**config.mk**
```make
export PLATFORM = sky130hd
export DESIGN_NAME = bist_tpg
export DESIGN_NICKNAME = d
export VERILOG_FILES = /design/src/rtl/bist_pkg.sv /design/src/rtl/lfsr16.sv /design/src/rtl/bist_tpg.sv
export SDC_FILE = /design/constraint.sdc
export NUM_CORES = 1
export LEC_CHECK = 0
export BUFFER_PORTS_ARGS = -buffer_cell sky130_fd_sc_hd__buf_2
export CAP_MARGIN = 10
export CORE_MARGIN = 5
export CORE_UTILIZATION = 45
export DETAILED_ROUTE_END_ITERATION = 10
export MAX_ROUTING_LAYER = met4
export PLACE_DENSITY = 0.68
export SLEW_MARGIN = 25
export SYNTH_ARGS = -nofsm -noshare
export SYNTH_HDL_FRONTEND = slang
export SYNTH_SLANG_ARGS = --single-unit
```
**constraint.sdc**
```tcl
create_clock -name CK -period 2 [get_ports CK]
set_input_delay 0.3 -clock CK [delete_from_list [all_inputs] [get_ports CK]]
set_output_delay 0.3 -clock CK [all_outputs]
set_load 0.1 [all_outputs]
```
**src/rtl/bist_pkg.sv**
```systemverilog
// Shared definitions for the built-in self-test pattern generator:
// FSM state encoding, pattern width and the LFSR tap mask.
package bist_pkg;

  localparam int TPG_W = 16;

  // Taps for x^16+x^14+x^13+x^11+1 seen from the MSB: bits 15, 13, 12, 10
  localparam logic [TPG_W-1:0] TPG_TAPS = 16'hB400;

  typedef enum logic [1:0] {
    IDLE = 2'd0,
    RUN  = 2'd1,
    DONE = 2'd2
  } state_e;

  // One Fibonacci step: shift left, feedback is the parity of the tapped bits
  function automatic logic [TPG_W-1:0] lfsr_next(input logic [TPG_W-1:0] q);
    return {q[TPG_W-2:0], ^(q & TPG_TAPS)};
  endfunction

endpackage

```
**src/rtl/lfsr16.sv**
```systemverilog
// 16-bit Fibonacci LFSR with synchronous load and advance-enable.
// A zero seed is replaced by 16'h0001 so the register never locks up at zero;
// reset also leaves a non-zero value in the register.
module lfsr16
  import bist_pkg::*;
(
  input  logic             CK,
  input  logic             RST,
  input  logic             load,
  input  logic [TPG_W-1:0] seed,
  input  logic             adv,
  output logic [TPG_W-1:0] q
);

  logic [TPG_W-1:0] q_r;

  // Load has priority over advance; the zero seed is mapped to one
  always_ff @(posedge CK) begin
    if (RST) begin
      q_r <= 16'h0001;
    end else if (load) begin
      q_r <= (seed == '0) ? 16'h0001 : seed;
    end else if (adv) begin
      q_r <= lfsr_next(q_r);
    end
  end

  assign q = q_r;

endmodule

```
**src/rtl/bist_tpg.sv**
```systemverilog
// BIST test pattern generator: emits N_PAT LFSR patterns per run over a
// valid/ready port, then pulses done and returns to IDLE.
// Handshake: pat_valid is high for the whole of RUN and does not depend on
// pat_ready; a pattern is consumed on any rising CK edge where
// pat_valid & pat_ready, and pat/pat_idx hold stable until then.
// Optional feature: define BIST_TPG_ALLZERO_EN to emit 16'h0000 as pattern
// index 0, followed by the seed and the rest of the LFSR sequence.
module bist_tpg
  import bist_pkg::*;
#(
  parameter int               N_PAT = 1024,
  parameter logic [TPG_W-1:0] SEED  = 16'hACE1
) (
  input  logic             CK,
  input  logic             RST,
  input  logic             start,
  input  logic             pat_ready,
  output logic [TPG_W-1:0] pat,
  output logic             pat_valid,
  output logic             busy,
  output logic             done,
  output logic [TPG_W-1:0] pat_idx
);

  localparam logic [TPG_W-1:0] LAST_IDX = TPG_W'(N_PAT - 1);

  state_e           state_q, state_d;
  logic [TPG_W-1:0] idx_q;
  logic [TPG_W-1:0] lfsr_q;
  logic             shown_q;   // a run has loaded the LFSR since reset
  logic             zphase;    // currently presenting the all-zero pattern
  logic             start_run;
  logic             hs;
  logic             last;

  assign start_run = (state_q == IDLE) && start;
  assign hs        = (state_q == RUN) && pat_ready;
  assign last      = (idx_q == LAST_IDX);

  lfsr16 u_lfsr (
    .CK   (CK),
    .RST  (RST),
    .load (start_run),
    .seed (SEED),
    .adv  (hs && !last && !zphase),
    .q    (lfsr_q)
  );

`ifdef BIST_TPG_ALLZERO_EN
  logic zphase_q;

  // Zero pattern occupies index 0; the first handshake reveals the seed
  always_ff @(posedge CK) begin
    if (RST) begin
      zphase_q <= 1'b0;
    end else if (start_run) begin
      zphase_q <= 1'b1;
    end else if (hs && !last) begin
      zphase_q <= 1'b0;
    end
  end

  assign zphase = zphase_q;
`else
  assign zphase = 1'b0;
`endif

  // FSM state register
  always_ff @(posedge CK) begin
    if (RST) begin
      state_q <= IDLE;
    end else begin
      state_q <= state_d;
    end
  end

  // Pattern index and the flag that un-masks the LFSR onto pat
  always_ff @(posedge CK) begin
    if (RST) begin
      idx_q   <= '0;
      shown_q <= 1'b0;
    end else if (start_run) begin
      idx_q   <= '0;
      shown_q <= 1'b1;
    end else if (hs && !last) begin
      idx_q   <= idx_q + 1'b1;
    end
  end

  // Next-state and Moore outputs
  always_comb begin
    state_d   = state_q;
    pat_valid = 1'b0;
    busy      = 1'b0;
    done      = 1'b0;
    case (state_q)
      IDLE: begin
        if (start) state_d = RUN;
      end
      RUN: begin
        pat_valid = 1'b1;
        busy      = 1'b1;
        if (pat_ready && last) state_d = DONE;
      end
      DONE: begin
        done    = 1'b1;
        state_d = IDLE;
      end
      default: state_d = IDLE;
    endcase
  end

  assign pat     = (shown_q && !zphase) ? lfsr_q : '0;
  assign pat_idx = idx_q;

endmodule
```
# Word level (Yosys, flattened, before mapping)

Index checks and enable logic that the tools add are counted.

Output and inout bits: 35
Word-level logic and storage cells: 29
Flip-flop bits (word level): 35
Bits of input ports: 4

Reductions and logical operators: 10
Mux-type cells: 8
Eq/ne operators: 5
$add $sub $neg: 1

Operators by type and width:

| cell                  | count |
|---|---|
| $mux 16               | 3 |
| $add 16x1->16 const B | 1 |
| $eq 16x10->1 const B  | 1 |
| $reduce_xor 16->1     | 1 |
| $logic_and 1x1->1     | 4 |
| $mux 2                | 2 |
| $pmux 2 s2            | 1 |
| $eq 2x1->1 const B    | 1 |
| $eq 2x2->1 const B    | 1 |
| $logic_not 2->1       | 1 |
| $mux 1                | 2 |
| $ne 2x1->1 const B    | 1 |
| $ne 2x2->1 const B    | 1 |
| $reduce_and 2->1      | 1 |
| $reduce_bool 2->1     | 1 |
| $reduce_or 2->1       | 1 |
| $logic_not 1->1       | 1 |

# Logic depth before layout (Yosys ltp)

Depth after elaboration: 5
Gate-level depth with buffers: 7
Depth with buffers taken out: 5

# By module

From an unflattened synthesis, not the netlist that was laid out.

Cell total of the unflattened synthesis: 231
Area total of the unflattened synthesis: 1,868.0 µm²

By module, submodules not included:

| module   | cells an instance | seq. area each (µm²) | area an instance (µm²) | times used |
|---|---|---|---|---|
| bist_tpg | 136               | 380.4                | 1,096.1                | 1 |
| lfsr16   | 95                | 320.3                | 772.0                  | 1 |

# Least setup slack after synthesis

OpenSTA, ideal clock, no wires.

Path type: register -> register
From: reg state_q[0]
To: reg u_lfsr.q_r[10], in the netlist u_lfsr.q[10]
Period minus slack after synthesis: 3.021 ns
Data arrival time: 2.880 ns
Setup slack: -1.021 ns
Data required time: 1.860 ns
Library setup time: 0.140 ns
Cell stages (with the launch flop): 6
Path buffers: 1
Cell sequence: dfxtp_1 > nor2b_1 > nand2_1 > buf_2 > nor3_1 > a211oi_2

Longest elaborated chain between the ends: 4
Elaborated cells between the ends (all ways): 7
Classes of those cells: eq/ne: 1; mux: 1; reduce/logical: 5

RTL lines:

| item                               | RTL line       | text |
|---|---|---|
| start: declaration                 | bist_tpg.sv:27 | `state_e state_q, state_d;` |
| start signal: assignment           | bist_tpg.sv:73 | `state_q <= state_d;` |
| $eq 2x1->1                         | bist_tpg.sv:37 | `assign hs = (state_q == RUN) && pat_ready;` |
| $logic_and 1x1->1                  | bist_tpg.sv:37 |  |
| $logic_and 1x1->1                  | bist_tpg.sv:45 | `.adv (hs && !last && !zphase),` |
| $reduce_bool 2->1 (no source line) | n/a            |  |
| end signal: assignment             | lfsr16.sv:22   | `q_r <= (seed == '0) ? 16'h0001 : seed;` |
| end signal: assignment             | lfsr16.sv:24   | `q_r <= lfsr_next(q_r);` |
| end: declaration                   | lfsr16.sv:15   | `logic [TPG_W-1:0] q_r;` |

Several ways; a longest one is shown, not always the timed one.
A chain may end at the register's enable or synchronous reset.

# Worst setup path after layout

From: reg idx_q[0], in the netlist pat_idx[0]
To: reg idx_q[6], in the netlist pat_idx[6]

Longest elaborated chain between the ends: 3
Elaborated cells between the ends (all ways): 4
Classes of those cells: add/sub: 1; eq/ne: 1; reduce/logical: 2

RTL lines:

| item                                                                  | RTL line       | text |
|---|---|---|
| start: declaration                                                    | bist_tpg.sv:28 | `logic [TPG_W-1:0] idx_q;` |
| start signal: assignment                                              | bist_tpg.sv:86 | `idx_q <= idx_q + 1'b1;` |
| parallel branches: the longest is 3 deep, another holds $add 16x1->16 | n/a            |  |

Several ways; the timed one is not identified.

==> metrics.cfg <==
[power_and_ir_drop]
p_clk_share_pct=43.7
seqPwrFrac_pct=42.8
switchingPower_w=0.000457
ir_drop_mv=0.425
comb_power_share_pct=13.6
power.leakage_nw=0.872
switching_share_pct=26.4
power.internal_w=0.00128
powerDensity_mw_per_mm2=791

[global_routing]
grt_max_degree=26
grt_pass1_wl_mm=7.51
antenna_found_initial=0
globalRouteOverflowTotal=0
grt_usage_pct=18.2
first_global_vias=1561

[yosys]
async_reset_ff_share_pct=0
syn-instance-count=204
syn_area_mm2=0.00184
synth_area_leaders=dfxtp_1 (38%), and2_1 (5.8%), a211oi_2 (4.1%)
netlist_top_cells_count=dfxtp_1 (35), and2_1 (17), a21oi_1 (14)
synth_edf_count=0
ys.flop_type=dfxtp_1
syn_area_per_cell_um2=9.04
synth_top_family_by_area=simple AND/OR/NAND/NOR gates
seq_area_frac_synth_pct=38.0
synth_seq_cells=35
yosysMostFrequentCell=dfxtp_1
synth_top_cell_area_share_pct=38.0
ys_types=45
yosysTopAreaCell=dfxtp_1
synth-compound-area-share_pct=19.7
ys.warnings.count=0
synthAdderAreaFrac_pct=0.678
synth_fp_nets=209
synth-simple-area-share_pct=33.6
synth-xor-area-share_pct=1.42
synth_mux_area_share_pct=1.09

[floorplanning]
core_area_mm2=0.00400
row_count=23
die_y_um=74.0
io_pins=39
start_util_pct=46.1
dieWidth_um=74.0
die_area_mm2=0.00548

[place]
dp_hpwl_mm=2.95
port_buffers=38
place.gp.congestion=0.783
placed_area_mm2=0.00205

[clocking]
clockRootBuffer=clkbuf_8
cts_buffers=5
cts_buffer_depth=2
clk_pin_slew_ns=0.07
postCtsSetupBuffers=0
htreeDepth=2
cts_tree=done
cts_sinks=35
insertion_delay_ns=0.29

[detailed_routing]
first_iter_violations=110
routed_via_density=5.82
wire_per_inst_um=14.9
vias=1681
drc=0
routed_wl_mm=4.29
antenna_left=0
dr.pass1.iters=4

[timing]
final_max_slew_viol_count=0
setup_viol=0
finClkSkew_ns=0.00790
period_share_pct=88.6
rsz0062_at_grt=no
max_freq_mhz=564
fin_tns_setup_ns=0
fin_crit_ns=1.77
worst_pin_slew_ns=0.625
max_slew_margin_pct=58.3
finalHoldViolCount=0

[layout]
area_delta_synth_final_pct=18.7
finalInstanceArea_mm2=0.00219
fin_util_pct=54.7
final_nets=243
diodes=0
post_route_cells_drive_above_1_share_pct=36.0

[setup_path]
crit_required_ns=2.22
end_kind=register
cp_max_fo=25
path_class=register to register
worstSetupStartpointType=register
crit_arrival_ns=1.99

[min_path]
hold_path_class=input pin to register

[status]
outcome=finished, final reports clean

[run]
cap_violations=0

-- routing by layer --
layer | up-vias | part of all wire [%] | global-route usage (%)
met5 | - | 0 | -
met4 | 0 | 1.1 | 6.04
met2 | 35 | 45 | 25.3
li1 | 836 | - | -
met3 | 5 | 4.8 | 4.46
met1 | 805 | 49 | 25.7
-- final timing paths --
check | from | endpoint | slack [ns] | depth (start not counted)
max reg2reg | pat_idx[0] | pat_idx[6] | 0.23 | 5
max | pat_idx[0] | pat_idx[6] | 0.23 | 5
min | RST | shown_q | 0.38 | 2
min reg2reg | u_lfsr.q[1] | u_lfsr.q[2] | 0.49 | 2
-- sequential cells by signal, indices dropped and copies added (netlist names) --
register / cells
u_lfsr.q: 16
state_q: 2
shown_q: 1
pat_idx: 16
-- cells by family (layout without fill, tap and decap cells) --
family | count (synthesis) | in the layout
adder cells (fa/ha/maj) | 1 | 1
AO/OA/AOI/OAI | 52 | 52
flip-flops | 35 | 35
buffers and inverters | 16 | 51
multiplexers | 2 | 2
XOR/XNOR | 3 | 3
AND/OR/NAND/NOR | 95 | 95
-- critical path, stage by stage (launching register included) --
cell and delay [ns]:
dfxtp_2 0.35, ha_1 0.25, and4_4 0.23, and4_4 0.28
or4_1 0.52, nand2_1 0.08
-- power by group through the flow --
stage	registers [W]	logic [W]	clock network [W]
6_report	0.000741	0.000235	0.000757
5_1_grt	0.000746	0.000251	0.000804
4_1_cts	0.000742	0.000235	0.000768
3_5_place_dp	0.000758	0.000235	0
3_3_place_gp	0.000758	0.000232	0
2_1_floorplan	0.000755	0.000198	0
-- through the flow --
stage | cells | power (W) | setup slack, ns | hold slack, ns
5_1_grt | 289 | 0.00180 | 0.0731 | 0.410
3_3_place_gp | 281 | 0.000990 | 0.238 | 0.470
2_1_floorplan | 204 | 0.000953 | -0.0495 | 0.447
4_1_cts | 289 | 0.00174 | 0.170 | 0.372
6_report | 289 | 0.00173 | 0.228 | 0.379
3_5_place_dp | 281 | 0.000992 | 0.191 | 0.480
-- cells in the final DEF, fill, tap and decap left out, types with 2 or more instances in the layout --
| cell | synthesis | final |
|---|---|---|
| clkbuf_8 | 0 | 5 |
| nand4_2 | 2 | 2 |
| nand4_1 | 5 | 5 |
| a21oi_1 | 14 | 14 |
| o31ai_1 | 9 | 9 |
| dfxtp_1 | 35 | 19 |
| inv_1 | 2 | 2 |
| nor3b_1 | 2 | 2 |
| buf_2 | 3 | 38 |
| and2_1 | 17 | 17 |
| buf_4 | 3 | 3 |
| or4_1 | 9 | 9 |
| o311ai_1 | 2 | 2 |
| and4_4 | 3 | 3 |
| nor2_1 | 10 | 9 |
| o21ai_0 | 11 | 11 |
| a211oi_2 | 6 | 6 |
| o211ai_1 | 4 | 4 |
| o21a_1 | 2 | 2 |
| a31oi_1 | 2 | 2 |
| nor3_1 | 9 | 9 |
| nand2_1 | 10 | 10 |
| xnor2_1 | 3 | 3 |
| bufinv_16 | 0 | 2 |
| dfxtp_2 | 0 | 16 |
| mux2i_1 | 2 | 2 |
| nand3_1 | 9 | 9 |
| or3_1 | 5 | 5 |
-- area by class of cell --
type,count,area [um2]
fillers,386,1810
repair buffers,41,213
inverters,2,7.51
flip-flops and latches,35,721
well taps,50,62.6
clock inverters,2,60.1
multi-input cells,153,1050
clock buffers,6,72.6
-- repair_timing --
item | 4_1_cts | 5_1_grt
hold endpoints to repair | 0 | 0
resized for setup | 0 | 2
hold buffers | 0 | 0
setup endpoints to repair | 0 | 2
(Power assumes the default switching activity.)
